$ cat src/rtl/pipe_ctrl_pkg.sv
// pipe_ctrl_pkg: shared types and widths for the pipeline control unit.
package pipe_ctrl_pkg;

    typedef enum logic {RUN = 1'b0, MUL = 1'b1} state_t;

    localparam int REG_ADDR_W      = 5;
    localparam int STALL_CNT_W     = 16;
    localparam int MUL_LATENCY_DEF = 4;

endpackage

$ cat src/rtl/hazard_detect.sv
// hazard_detect: combinational load-use hazard compare between ID sources and the EX load target.
module hazard_detect
    import pipe_ctrl_pkg::*;
(
    input  logic                  i_ex_mem_read,
    input  logic [REG_ADDR_W-1:0] i_ex_rd,
    input  logic [REG_ADDR_W-1:0] i_id_rs,
    input  logic [REG_ADDR_W-1:0] i_id_rt,
    input  logic                  i_id_uses_rs,
    input  logic                  i_id_uses_rt,
    output logic                  o_hazard
);

    logic w_rs_hit;
    logic w_rt_hit;

    // Register 0 is hardwired, so a load targeting it never creates a dependency.
    assign w_rs_hit = i_id_uses_rs && (i_id_rs == i_ex_rd);
    assign w_rt_hit = i_id_uses_rt && (i_id_rt == i_ex_rd);
    assign o_hazard = i_ex_mem_read && (i_ex_rd != '0) && (w_rs_hit || w_rt_hit);

endmodule

$ cat src/rtl/pipe_ctrl_unit.sv
// pipe_ctrl_unit: stall/flush control for a 5-stage pipeline with a multi-cycle multiplier.
module pipe_ctrl_unit
    import pipe_ctrl_pkg::*;
#(
    parameter int MUL_LATENCY = MUL_LATENCY_DEF
) (
    input  logic                   clk,
    input  logic                   reset,
    input  logic [REG_ADDR_W-1:0]  id_rs,
    input  logic [REG_ADDR_W-1:0]  id_rt,
    input  logic                   id_uses_rs,
    input  logic                   id_uses_rt,
    input  logic                   ex_mem_read,
    input  logic [REG_ADDR_W-1:0]  ex_rd,
    input  logic                   ex_mul_start,
    input  logic                   ex_branch_taken,
    input  logic                   mem_busy,
    output logic                   pc_we,
    output logic                   ifid_we,
    output logic                   idex_we,
    output logic                   exmem_we,
    output logic                   memwb_we,
    output logic                   ifid_flush,
    output logic                   idex_flush,
    output logic                   exmem_flush,
    output logic                   memwb_flush,
    output logic                   mul_busy,
    output logic [STALL_CNT_W-1:0] stall_count
);

    state_t                 r_state;
    state_t                 w_state_nxt;
    logic [3:0]             r_cnt;
    logic [3:0]             w_cnt_nxt;
    logic [STALL_CNT_W-1:0] r_stall_count;
    logic                   w_hazard;

    hazard_detect u_hazard (
        .i_ex_mem_read (ex_mem_read),
        .i_ex_rd       (ex_rd),
        .i_id_rs       (id_rs),
        .i_id_rt       (id_rt),
        .i_id_uses_rs  (id_uses_rs),
        .i_id_uses_rt  (id_uses_rt),
        .o_hazard      (w_hazard)
    );

    always_ff @(posedge clk) begin
        if (reset) begin
            r_state       <= RUN;
            r_cnt         <= '0;
            r_stall_count <= '0;
        end else begin
            r_state <= w_state_nxt;
            r_cnt   <= w_cnt_nxt;
            if (!pc_we && r_stall_count != '1)
                r_stall_count <= r_stall_count + 1'b1;
        end
    end

    always_comb begin
        pc_we       = 1'b1;
        ifid_we     = 1'b1;
        idex_we     = 1'b1;
        exmem_we    = 1'b1;
        memwb_we    = 1'b1;
        ifid_flush  = 1'b0;
        idex_flush  = 1'b0;
        exmem_flush = 1'b0;
        memwb_flush = 1'b0;
        w_state_nxt = r_state;
        w_cnt_nxt   = r_cnt;
        if (reset) begin
            {pc_we, ifid_we, idex_we, exmem_we, memwb_we} = '0;
            {ifid_flush, idex_flush, exmem_flush, memwb_flush} = '1;
        end else if (mem_busy) begin
            {pc_we, ifid_we, idex_we, exmem_we, memwb_we} = '0;
            memwb_flush = 1'b1;
        end else if (r_state == MUL) begin
            // cnt==0 is the capture cycle: the product lands in EX/MEM on this edge.
            if (r_cnt != '0) begin
                {pc_we, ifid_we, idex_we} = '0;
                exmem_flush = 1'b1;
                w_cnt_nxt   = r_cnt - 1'b1;
            end else begin
                w_state_nxt = RUN;
            end
        end else if (ex_branch_taken) begin
            ifid_flush = 1'b1;
            idex_flush = 1'b1;
        end else if (ex_mul_start) begin
            {pc_we, ifid_we, idex_we} = '0;
            exmem_flush = 1'b1;
            w_state_nxt = MUL;
            w_cnt_nxt   = 4'(MUL_LATENCY - 2);
        end else if (w_hazard) begin
            pc_we      = 1'b0;
            ifid_we    = 1'b0;
            idex_flush = 1'b1;
        end
    end

    assign mul_busy    = !reset && (r_state == MUL);
    assign stall_count = r_stall_count;

endmodule

$ cat config.mk
export PLATFORM = sky130hd
export DESIGN_NAME = pipe_ctrl_unit
export DESIGN_NICKNAME = d
export VERILOG_FILES = /design/src/rtl/pipe_ctrl_pkg.sv /design/src/rtl/hazard_detect.sv /design/src/rtl/pipe_ctrl_unit.sv
export SDC_FILE = /design/constraint.sdc
export NUM_CORES = 1
export LEC_CHECK = 0
export CAP_MARGIN = 20
export CELL_PAD_IN_SITES_DETAIL_PLACEMENT = 1
export CELL_PAD_IN_SITES_GLOBAL_PLACEMENT = 1
export CORE_UTILIZATION = 31
export DETAILED_ROUTE_END_ITERATION = 10
export GPL_ROUTABILITY_DRIVEN = 0
export PLACE_DENSITY = 0.85
export SYNTH_ARGS = -nofsm -noshare
export SYNTH_HDL_FRONTEND = slang
export SYNTH_SLANG_ARGS = --single-unit
$ cat constraint.sdc
create_clock -name clk -period 2.8 [get_ports clk]
set_clock_uncertainty 0.15 [all_clocks]
set_input_delay 0.56 -clock clk [delete_from_list [all_inputs] [get_ports clk]]
set_output_delay 0.56 -clock clk [all_outputs]
set_load 0.005 [all_outputs]
Yosys cells after proc, flatten, opt, wreduce, memory -nomap -nowiden. Index checks and enable logic that the tools add are counted.

Add/sub/neg operators: 2. Equal/unequal tests: 5. Muxes and demuxes: 36. Bitwise logic cells: 1. Reductions and logical operators: 13.

Operators by type and width (number): $mux 1 (32); $add 16x1->16 const B (1); $mux 4 (4); $ne 16x16->1 const B (1); $eq 5x5->1 (2); $logic_and 1x1->1 (6); $reduce_bool 5->1 (1); $ne 2x1->1 const B (2); $reduce_and 4->1 (1); $reduce_bool 4->1 (1); $sub 4x1->4 const B (1); $logic_not 1->1 (2); $reduce_bool 2->1 (1); $logic_or 1x1->1 (1); $not 1->1 (1).

Register bits: 21. Bits of input ports: 23. Output and inout bits: 26. Logic and storage cells: 60.

Depth between registers and ports, before layout. Gate-level depths: netlist of run 1.

Word-level depth: 12. Mapped depth: 10. Mapped depth without buffers: 8.

Cells and area by module. From an unflattened synthesis of run 1, not the netlist that was laid out.

Cell total of the unflattened synthesis: 165. Area total of the unflattened synthesis: 1366.3 sq um.

Modules (own cells, without submodules): pipe_ctrl_unit (times used 1, cells each 148, area each 1232.4 sq um, sequential area each 420.4 sq um); hazard_detect (times used 1, cells each 17, area each 133.9 sq um, sequential area each 0.0 sq um).

Worst setup path after synthesis of run 1. No wires, ideal clock.

Path type: reg-to-output. Start point: reg r_cnt[0]. End point: out pc_we. Arrival time: 1.816 ns. Data required time: 2.090 ns. Setup slack: 0.274 ns. Cell stages (with the launch flop): 7. Path buffers: 1. Cell sequence: dfxtp_1 > inv_1 > ha_1 > or3b_4 > a2111oi_4 > a21boi_1 > buf_4.

Word-level cells in the longest chain between the ends: 5.

Ends and longest elaborated chain: from (decl) (line pipe_ctrl_unit.sv:33) `logic [3:0] r_cnt;`; from (signal assigned) (line pipe_ctrl_unit.sv:55) `r_cnt <= w_cnt_nxt;`; $reduce_bool 4->1 (line pipe_ctrl_unit.sv:81) `if (r_cnt != '0) begin`; $mux 1 (4 in a row); to (decl) (line pipe_ctrl_unit.sv:18) `output logic pc_we,`.

Every way passes these cells.

Worst setup path after layout of run 1.
Start point: reg r_cnt[0]. End point: out pc_we.

Word-level cells in the longest chain between the ends: 5.

Ends and longest elaborated chain: $reduce_bool 4->1 (line pipe_ctrl_unit.sv:81); $mux 1 (line pipe_ctrl_unit.sv:81); $mux 1 (line pipe_ctrl_unit.sv:79) `end else if (r_state == MUL) begin`; $mux 1 (line pipe_ctrl_unit.sv:76) `end else if (mem_busy) begin`; $mux 1 (line pipe_ctrl_unit.sv:73) `if (reset) begin`.

Every way passes these cells.

==> metrics.csv, run 1 <==
stage,metric,value,unit
layout,Finished Layout Cells,281,
floorplan,CORE AREA,4000,um^2
cts,H-tree levels,1,
placed_design,placed insts,273,
yosys,Post-synth ARST share,0,
cts,Num CTS Buffers,3,
timing,fin. max-slew vios,0,
placed_design,Detail Placement HPWL,3.24,mm
timing,count of final setup violators,0,
floorplan,die area,4460,um^2
power,Tot Pwr,703,uW
timing,setup_tns,0,ns
setup_path,Crit Path Max Fanout,3,
timing,Final Hold Fails,0,
setup_path,Worst Path Arrival,2.02,ns
setup_path,Worst EP required,2.09,ns
cts,CTS sink cnt,21,
detailed_routing,Final ANT Viol Nets,0,
floorplan,Die H,66.8,um
cts,Skew-Pair Late Insertion Delay,0.27,ns
yosys,Synth area leaders,"dfxtp_1 32%, xnor2_1 6.7%, a21oi_1 5.8%",
timing,Worst slew margin,0.724,
yosys,Synth Register Bits,21,
cts,root buf cell,clkbuf_8,
setup_path,count of cells along the worst register-to-register path,10,
global_route,first-pass GRT wire length,7.48,mm
floorplan,Chip Width,66.8,um
yosys,share of the synthesized area in the top cell type,0.323,
yosys,Main synth FF type,dfxtp_1,
detailed_routing,final WL,4.46,mm
setup_path,worst r2r src,r_cnt[0]$_SDFFE_PP0P_,
setup_path,CP peak stage delay,0.41,ns
timing,final worst setup slack,0.0662,ns
setup_path,Reg2Reg Capture Point,stall_count[1]$_SDFFE_PP0P_,
worst_hold_path,hold crit path type,flop to flop,
global_route,grt total ovfl,0,
floorplan,Site Rows,23,
placed_design,I/O Buffers,48,
setup_path,CP Cell Sequence,inv_1 -> ha_1 -> or3b_4 -> a2111oi_4 -> a21boi_2 -> buf_2,
power,Leakage,0.000775,uW
setup_path,CP Launch Type,flop,
global_route,GRT Total Usage,0.219,
power,VDD IR max,212,uV
status,status,"finished, final reports clean",
yosys,number of synthesized flops with an enable pin,0,
timing,hold slack,0.367,ns
yosys,post-synthesis cell area,1300,um^2
floorplan,# IOs,49,
yosys,Synth Instances,159,
timing,unrepaired setup endpoints after global routing,yes,
setup_path,flop2flop setup slack,0.21,ns
detailed_routing,Vias per Instance,5.32,
global_route,initial antenna violation count,0,
setup_path,Worst Setup End Kind,output pin,
worst_hold_path,Hold Crit Start,stall_count[11]$_SDFFE_PP0P_,
yosys,"Seq/Total Area, Yosys",0.323,
timing,worst-margin pin slew,0.413,ns
yosys,Synth top cells by count,"21 x dfxtp_1, 15 x a21oi_1, 12 x nand2_1, 12 x o21ai_1",
yosys,Cell variety after synth,38,
layout,area growth from synthesis to layout,60.3,%
cts,"Reg clk slew, reported paths",0.09,ns
layout,share of cells above drive strength 1,0.182,
timing,crit share post-route,0.976,
worst_hold_path,Worst Hold Endpoint,stall_count[11]$_SDFFE_PP0P_,
yosys,yosys warns,0,
setup_path,Crit Path Class,flop to output pin,
layout,layout net count,257,
layout,ant diodes,0,
detailed_routing,drt first pass iters,4,
timing,f_max,366,MHz
floorplan,effective utilization at floorplan,0.325,
cts,CTS Buffer Depth,2,
cts,CTS tree,yes,
global_route,largest net degree at the start of global routing,29,
power,PD cells,338,nW/um^2
detailed_routing,1st-iter DRT viols,52,
detailed_routing,vias,1496,
job,Max-cap violations,0,
yosys,cell taking the most area after synthesis,dfxtp_1,
placed_design,"worst slack, placed",-0.498,ns
timing,fin crit period,2.73,ns
yosys,syn_nets,184,
yosys,syn_area_per_cell,8.18,um^2
global_route,vias in the first global route,1539,
yosys,most common cell in the netlist,dfxtp_1,
setup_path,CP max-delay cell,or3b_4,
detailed_routing,drt drc,0,
detailed_routing,Avg WL per Cell,15.9,um
worst_hold_path,hold path cells,2,
-- flip-flops by register name, summed over array words and instances, names as in the netlist --
register / cells
r_state: 1
stall_count: 16
r_cnt: 4
-- worst max-delay path: cells and delay by family (launching register included) --
family,cells,cell delay [ns]
fa+ha+maj,1,0.17
flops,1,0.32
buf+inv,2,0.20
simple gates,1,0.41
compound gates,2,0.65
-- what timing repair did --
action,in CTS,in global routing
setup buffers,2,1
pin swaps,6,1
gates resized for setup,22,4
hold buffers,0,0
gates cloned,1,0
setup endpoints to repair,6,2
-- power by group --
part           total (uW)  internal (uW)  switching (uW)
clock network         207           99.3             108
logic                 180            105            74.5
registers             316            305            10.7
-- how the worst max path moves through the flow --
stage	startpoint	endpoint	slack, ns	cells after the start
final	r_cnt[0]$_SDFFE_PP0P_	pc_we	0.07	6
after global placement	ex_rd[1]	ifid_we	-0.48	5
after CTS	r_cnt[0]$_SDFFE_PP0P_	ifid_we	0.004	6
after detailed placement	ex_rd[1]	ifid_we	-0.50	5
after global routing	r_cnt[0]$_SDFFE_PP0P_	ifid_we	-0.007	6
after floorplan	r_cnt[0]$_SDFFE_PP0P_	pc_we	0.27	6
-- cell usage in the layout, fill, tap and decap left out, types with 2 or more instances in the layout --
cell / n
and2_1: 2
o21a_1: 3
nand2_1: 12
a21o_1: 2
clkbuf_8: 3
ha_1: 2
clkdlybuf4s50_1: 38
nor2_1: 11
o21ai_0: 2
nor4_1: 4
and4_1: 2
clkbuf_2: 2
buf_4: 24
o31a_1: 2
o21ai_1: 13
nand4_1: 7
xnor2_1: 10
a21oi_1: 15
nand3_1: 8
or3_1: 11
mux2i_1: 2
dfxtp_1: 21
dlygate4sd2_1: 6
inv_1: 7
-- layout make-up --
cell class,instances,area (um^2)
clock buffer,3,41.3
clock inverter,1,5.00
sequential,21,420
multi-input combinational,124,820
timing repair buffer,75,708
tap,50,62.6
fill,498,1920
inverter,7,26.3
-- kinds of logic after synthesis --
| kind of cell | synth area share |
|---|---|
| buffers and inverters | 0.0645 |
| adders and majority gates | 0.0192 |
| and+or+nand+nor | 0.262 |
| DFF | 0.323 |
| muxes | 0.0154 |
| xor gates and xnor gates | 0.0741 |
| AOI/OAI and AO/OA | 0.242 |
-- layer usage --
metal,vias to the layer above,track usage,routed length (um),share of wire
li1,729,-,-,-
met4,0,0.0532,50,0.011
met1,734,0.265,1960,0.44
met2,27,0.388,2320,0.52
met5,-,0,0,0
met3,6,0.0479,126,0.028
-- stage by stage --
stage | util | area, um^2
after floorplan | - | 1300
after global placement | 0.493 | 1970
after detailed placement | 0.493 | 1970
after CTS | 0.520 | 2080
after global routing | 0.521 | 2080
final | 0.521 | 2080
Note: power is estimated with default switching activity, not from simulation.
==> inputs of run 2 (changes only) <==
- CORE_UTILIZATION: 31 -> 33
- PLACE_DENSITY: 0.85 -> 0.89
- clock period: 2.8 -> 3.4 ns (I/O delays scaled with it)
==> metrics.csv, run 2 (same netlist as run 1, synthesis figures left out) <==
stage,metric,value,unit,change
placed_design,Detail Placement HPWL,3.05,mm,was 3.24 mm
setup_path,CP max-delay cell,or4_4,,was or3b_4
power,Gate power share,0.236,,was 0.256
layout,Largest register FFs,16,,unchanged
setup_path,Crit Path Class,input port to output pin,,was flop to output pin
layout,ant diodes,0,,unchanged
detailed_routing,1st-iter DRT viols,55,,was 52
layout,share of cells above drive strength 1,0.119,,was 0.182
timing,hold slack,0.384,ns,was 0.367 ns
timing,fin crit period,3.45,ns,
detailed_routing,vias,1446,,was 1496
cts,Num CTS Buffers,3,,unchanged
floorplan,CORE AREA,3720,um^2,was 4000 um^2
detailed_routing,drt first pass iters,4,,unchanged
power,internal power,411,uW,was 510 uW
global_route,vias in the first global route,1437,,was 1539
timing,final worst setup slack,-0.0471,ns,was 0.0662 ns
timing,Worst slew margin,0.693,,was 0.724
power,Leakage,0.000695,uW,was 0.000775 uW
floorplan,Site Rows,22,,was 23
timing,f_max,290,MHz,
setup_path,CP Cell Sequence,clkdlybuf4s50_1 -> or4_4 -> o211a_1 -> a21boi_2 -> buf_4 -> buf_4 -> dlygate4sd2_1,,was inv_1 -> ha_1 -> or3b_4 -> a2111oi_4 -> a21boi_2 -> buf_2
job,Max-cap violations,0,,unchanged
power,Clock power frac,0.308,,was 0.294
floorplan,effective utilization at floorplan,0.350,,was 0.325
layout,Final Core Density,0.530,,was 0.521
timing,crit share post-route,1.01,,
placed_design,I/O Buffers,48,,unchanged
timing,Final Hold Fails,0,,unchanged
setup_path,Worst Path Arrival,2.62,ns,was 2.02 ns
layout,most frequent cells in the layout,"45 x clkdlybuf4s50_1, 21 x dfxtp_1, 15 x a21oi_1",,"was 38 x clkdlybuf4s50_1, 24 x buf_4, 21 x dfxtp_1"
cts,CTS sink cnt,21,,unchanged
global_route,GRT Total Usage,0.207,,was 0.219
power,part of the power in registers,0.457,,was 0.450
floorplan,# IOs,49,,unchanged
setup_path,most frequent CP cell,buf_4,,
power,Net Switching,161,uW,was 193 uW
floorplan,Die H,64.8,um,was 66.8 um
detailed_routing,Post-Route M1 WL,2.02,mm,was 1.96 mm
cts,"Reg clk slew, reported paths",0.09,ns,about the same
global_route,initial antenna violation count,0,,unchanged
setup_path,CP peak stage delay,0.55,ns,was 0.41 ns
timing,setup_tns,-0.0471,ns,was 0 ns
status,status,"complete, but fails checks",,"was finished, final reports clean"
timing,worst-margin pin slew,0.458,ns,was 0.413 ns
global_route,grt total ovfl,0,,unchanged
cts,H-tree levels,1,,unchanged
cts,Hold Buf Count CTS,0,,unchanged
global_route,first-pass GRT wire length,6.77,mm,was 7.48 mm
cts,Skew-Pair Late Insertion Delay,0.27,ns,about the same
detailed_routing,final WL,4.54,mm,was 4.46 mm
layout,Filler Cells Inserted,454,,was 498
cts,CTS Buffer Depth,2,,unchanged
detailed_routing,WL met2,2.25,mm,was 2.32 mm
detailed_routing,Avg WL per Cell,17.0,um,was 15.9 um
power,Sw Ratio,0.282,,was 0.274
floorplan,die area,4190,um^2,was 4460 um^2
detailed_routing,Final ANT Viol Nets,0,,unchanged
detailed_routing,Vias per Instance,5.42,,was 5.32
layout,Finished Layout Cells,267,,was 281
detailed_routing,top routing layer in use,met4,,unchanged
placed_design,"worst slack, placed",-0.114,ns,was -0.498 ns
setup_path,CP Launch Type,input port,,was flop
global_route,largest net degree at the start of global routing,29,,unchanged
layout,Reg area,420,um^2,unchanged
status,failing checks,setup timing,,
placed_design,placed insts,259,,was 273
timing,count of final setup violators,1,,was 0
setup_path,Worst Setup End Kind,output pin,,unchanged
cts,root buf cell,clkbuf_8,,unchanged
detailed_routing,met3 WL,151,um,was 126 um
layout,Multi-input gate area,810,um^2,was 820 um^2
setup_path,Worst EP required,2.57,ns,was 2.09 ns
layout,layout net count,245,,was 257
cts,CTS tree,yes,,unchanged
setup_path,Crit Path Max Fanout,2,,was 3
detailed_routing,drt drc,0,,unchanged
power,PD cells,291,nW/um^2,was 338 nW/um^2
timing,fin. max-slew vios,0,,unchanged
layout,area growth from synthesis to layout,51.4,%,was 60.3%
floorplan,Chip Width,64.8,um,was 66.8 um
worst_hold_path,hold crit path type,flop to flop,,unchanged
power,VDD IR max,250,uV,was 212 uV
layout,"leading cell type in the layout, fill and taps excluded",clkdlybuf4s50_1,,unchanged
## run 2: worst paths after layout
path                               from  cells after the start                           to  slack, ns
setup / recovery               ex_rd[2]                      7                      ifid_we      -0.05
setup reg to reg  r_cnt[0]$_SDFFE_PP0P_                     10  stall_count[1]$_SDFFE_PP0P_       0.73
hold reg to reg   r_cnt[2]$_SDFFE_PP0P_                      2        r_cnt[2]$_SDFFE_PP0P_       0.38
hold / removal    r_cnt[2]$_SDFFE_PP0P_                      2        r_cnt[2]$_SDFFE_PP0P_       0.38
## run 2: routing by layer
layer / global-route usage / vias up
met5: 0 / -
met4: 0.0500 / 0
met3: 0.0370 / 15
met2: 0.371 / 37
met1: 0.253 / 695
li1: - / 699
## run 2: metrics by stage
step	cell area (um^2)	total power, uW
CTS	1940	566
floorplan	1300	322
global placement	1880	389
detailed placement	1880	394
finish	1970	573
global route	1970	592
## run 2: worst max-delay path, delay by kind of cell
family	cells	cell delay, ns
compound gates	2	0.48
buf+inv	4	0.91
simple gates	1	0.55
## run 2: layout make-up
type                    count  area share
clock inverters             1     0.00254
flip-flops and latches     21       0.214
multi-input cells         124       0.411
inverters                   7      0.0134
well taps                  48      0.0305
clock buffers               3      0.0210
repair buffers             63       0.308
## run 2: what timing repair did
item / in CTS / in global routing
endpoints found under the setup margin: 2 / 2
setup buffers: 2 / 2
pin swaps: 1 / 3
resized for setup: 3 / 4
cloned: 0 / 0
## run 2: power by group through the flow
stage                     logic (uW)  registers (uW)  clock network (uW)
after floorplan                 57.7             264                   0
after global placement           123             267                   0
after detailed placement         126             268                   0
after CTS                        128             262                 176
after global routing             145             263                 185
final                            135             261                 176
==> inputs of run 3 (changes only) <==
- CAP_MARGIN: 20 -> unset
- GPL_TIMING_DRIVEN: unset -> 0
==> metrics.csv, run 3 (same netlist as run 1, synthesis figures left out) <==
stage,metric,value,unit,change
setup_path,count of cells along the worst register-to-register path,11,,was 10
setup_path,CP Launch Point,ex_rd[0],,was ex_rd[2]
timing,fin. max-slew vios,0,,unchanged
worst_hold_path,hold crit path type,flop to flop,,unchanged
cts,Skew-Pair Late Insertion Delay,0.26,ns,was 0.27 ns
setup_path,Worst Setup End Kind,output pin,,unchanged
cts,CTS Buffer Depth,2,,unchanged
cts,Num CTS Buffers,3,,unchanged
floorplan,# IOs,49,,unchanged
setup_path,CP Launch Type,input port,,unchanged
setup_path,Crit Path Class,input port to output pin,,unchanged
floorplan,Die H,64.8,um,unchanged
placed_design,Detail Placement HPWL,3.02,mm,was 3.05 mm
timing,Worst slew margin,0.627,,was 0.693
status,status,"finished, final reports clean",,"was complete, but fails checks"
placed_design,I/O Buffers,48,,unchanged
setup_path,flop2flop setup slack,0.56,ns,was 0.73 ns
layout,layout net count,241,,was 245
global_route,grt total ovfl,0,,unchanged
power,Tot Pwr,561,uW,was 573 uW
cts,CTS tree,yes,,unchanged
setup_path,Worst EP required,2.57,ns,about the same
layout,share of cells above drive strength 1,0.126,,was 0.119
timing,worst-margin pin slew,0.559,ns,was 0.458 ns
global_route,vias in the first global route,1365,,was 1437
global_route,largest net degree at the start of global routing,13,,was 29
power,PD cells,287,nW/um^2,was 291 nW/um^2
job,Max-cap violations,0,,unchanged
detailed_routing,final WL,4.20,mm,was 4.54 mm
layout,"leading cell type in the layout, fill and taps excluded",clkdlybuf4s50_1,,unchanged
floorplan,effective utilization at floorplan,0.350,,unchanged
detailed_routing,Avg WL per Cell,16.0,um,was 17.0 um
timing,crit share post-route,0.986,,was 1.01
floorplan,CORE AREA,3720,um^2,unchanged
layout,Final Instance Area,1960,um^2,was 1970 um^2
layout,Finished Layout Cells,263,,was 267
timing,final worst setup slack,0.0472,ns,was -0.0471 ns
cts,root buf cell,clkbuf_8,,unchanged
setup_path,crit path to,idex_flush,,was ifid_we
placed_design,"worst slack, placed",-0.438,ns,was -0.114 ns
floorplan,Site Rows,22,,unchanged
floorplan,Chip Width,64.8,um,unchanged
setup_path,Worst Path Arrival,2.52,ns,was 2.62 ns
layout,Largest register FFs,16,,unchanged
global_route,GRT Total Usage,0.205,,was 0.207
setup_path,Reg2Reg Capture Point,stall_count[1]$_SDFFE_PP0P_,,unchanged
detailed_routing,1st-iter DRT viols,31,,was 55
timing,setup_tns,0,ns,was -0.0471 ns
layout,most frequent cells in the layout,"41 x clkdlybuf4s50_1, 19 x dfxtp_1, 15 x a21oi_1",,"was 45 x clkdlybuf4s50_1, 21 x dfxtp_1, 15 x a21oi_1"
cts,Hold Buf Count CTS,0,,unchanged
placed_design,Placed Area,1840,um^2,was 1880 um^2
detailed_routing,Vias per Instance,5.30,,was 5.42
detailed_routing,drt drc,0,,unchanged
timing,fin crit period,3.35,ns,was 3.45 ns
setup_path,Crit Path Max Fanout,4,,was 2
layout,Filler Cells Inserted,470,,was 454
timing,Final Hold Fails,0,,unchanged
placed_design,placed insts,255,,was 259
timing,f_max,298,MHz,was 290 MHz
global_route,initial antenna violation count,0,,unchanged
power,VDD IR max,144,uV,was 250 uV
detailed_routing,Final ANT Viol Nets,0,,unchanged
cts,"Reg clk slew, reported paths",0.08,ns,was 0.09 ns
detailed_routing,vias,1393,,was 1446
detailed_routing,drt first pass iters,4,,unchanged
timing,count of final setup violators,0,,was 1
layout,area growth from synthesis to layout,50.4,%,was 51.4%
layout,ant diodes,0,,unchanged
cts,H-tree levels,1,,unchanged
cts,CTS sink cnt,21,,unchanged
power,Leakage,0.000664,uW,was 0.000695 uW
floorplan,die area,4190,um^2,unchanged
global_route,first-pass GRT wire length,6.58,mm,was 6.77 mm
setup_path,worst r2r src,r_cnt[0]$_SDFFE_PP0P_,,unchanged
run 3: cell count changes in the layout (fill, tap and decap cells not counted), sizes merged:
cell | previous run | this run
clkbuf | 3 | 8
clkdlybuf4s50 | 45 | 41
dlygate4sd2 | 2 | 3
buf | 15 | 8
clkdlybuf4s15 | 0 | 1
run 3: worst max-delay path, stage by stage:
cell and delay (ns):
clkdlybuf4s50_1 0.59, xnor2_1 0.15, nand4_1 0.13, o22ai_2 0.28, a21o_1 0.16, clkdlybuf4s50_1 0.53
run 3: report_power, final:
part / total (uW) / internal [uW] / switching (uW)
Combinational: 132 / 74.1 / 57.8
Sequential: 260 / 252 / 8.23
Clock: 169 / 81.7 / 87.7
run 3: worst min-delay path by stage:
| stage | depth (start not counted) | end | from |
|---|---|---|---|
| floorplan | 2 | r_cnt[2]$_SDFFE_PP0P_ | r_cnt[2]$_SDFFE_PP0P_ |
| global placement | 2 | stall_count[11]$_SDFFE_PP0P_ | stall_count[11]$_SDFFE_PP0P_ |
| detailed placement | 2 | stall_count[11]$_SDFFE_PP0P_ | stall_count[11]$_SDFFE_PP0P_ |
| CTS | 2 | stall_count[11]$_SDFFE_PP0P_ | stall_count[11]$_SDFFE_PP0P_ |
| global route | 2 | r_cnt[1]$_SDFFE_PP0P_ | r_cnt[1]$_SDFFE_PP0P_ |
| finish | 2 | stall_count[11]$_SDFFE_PP0P_ | stall_count[11]$_SDFFE_PP0P_ |
run 3: layout make-up:
| type | instances | area, um^2 | area share |
|---|---|---|---|
| plain buffers | 7 | 57.6 | 0.0294 |
| clock buffers | 3 | 41.3 | 0.0211 |
| clock inverters | 1 | 5.00 | 0.00256 |
| inverters | 7 | 26.3 | 0.0134 |
| multi-input cells | 124 | 843 | 0.431 |
| flip-flops and latches | 21 | 423 | 0.216 |
| well taps | 48 | 60.1 | 0.0307 |
| repair buffers | 52 | 499 | 0.255 |
run 3: layer usage:
metal	up-vias	track usage	part of all wire
met5	-	0	0
met4	0	0.0889	0.019
met3	8	0.0299	0.025
met2	25	0.352	0.51
met1	655	0.252	0.44
li1	705	-	-
run 3: per-stage QoR:
stage          utilization  hold WS, ns
2_1_floorplan            -        0.316
3_3_place_gp         0.495        0.345
3_5_place_dp         0.495        0.352
4_1_cts              0.520        0.372
5_1_grt              0.526        0.402
6_report             0.526        0.369
run 3: repair_timing:
item                                    in CTS  in global routing
setup buffers                                2                  2
endpoints found under the setup margin       3                  1
pin swaps                                    3                  5
resized for setup                           14                 10
cloned                                       0                  0
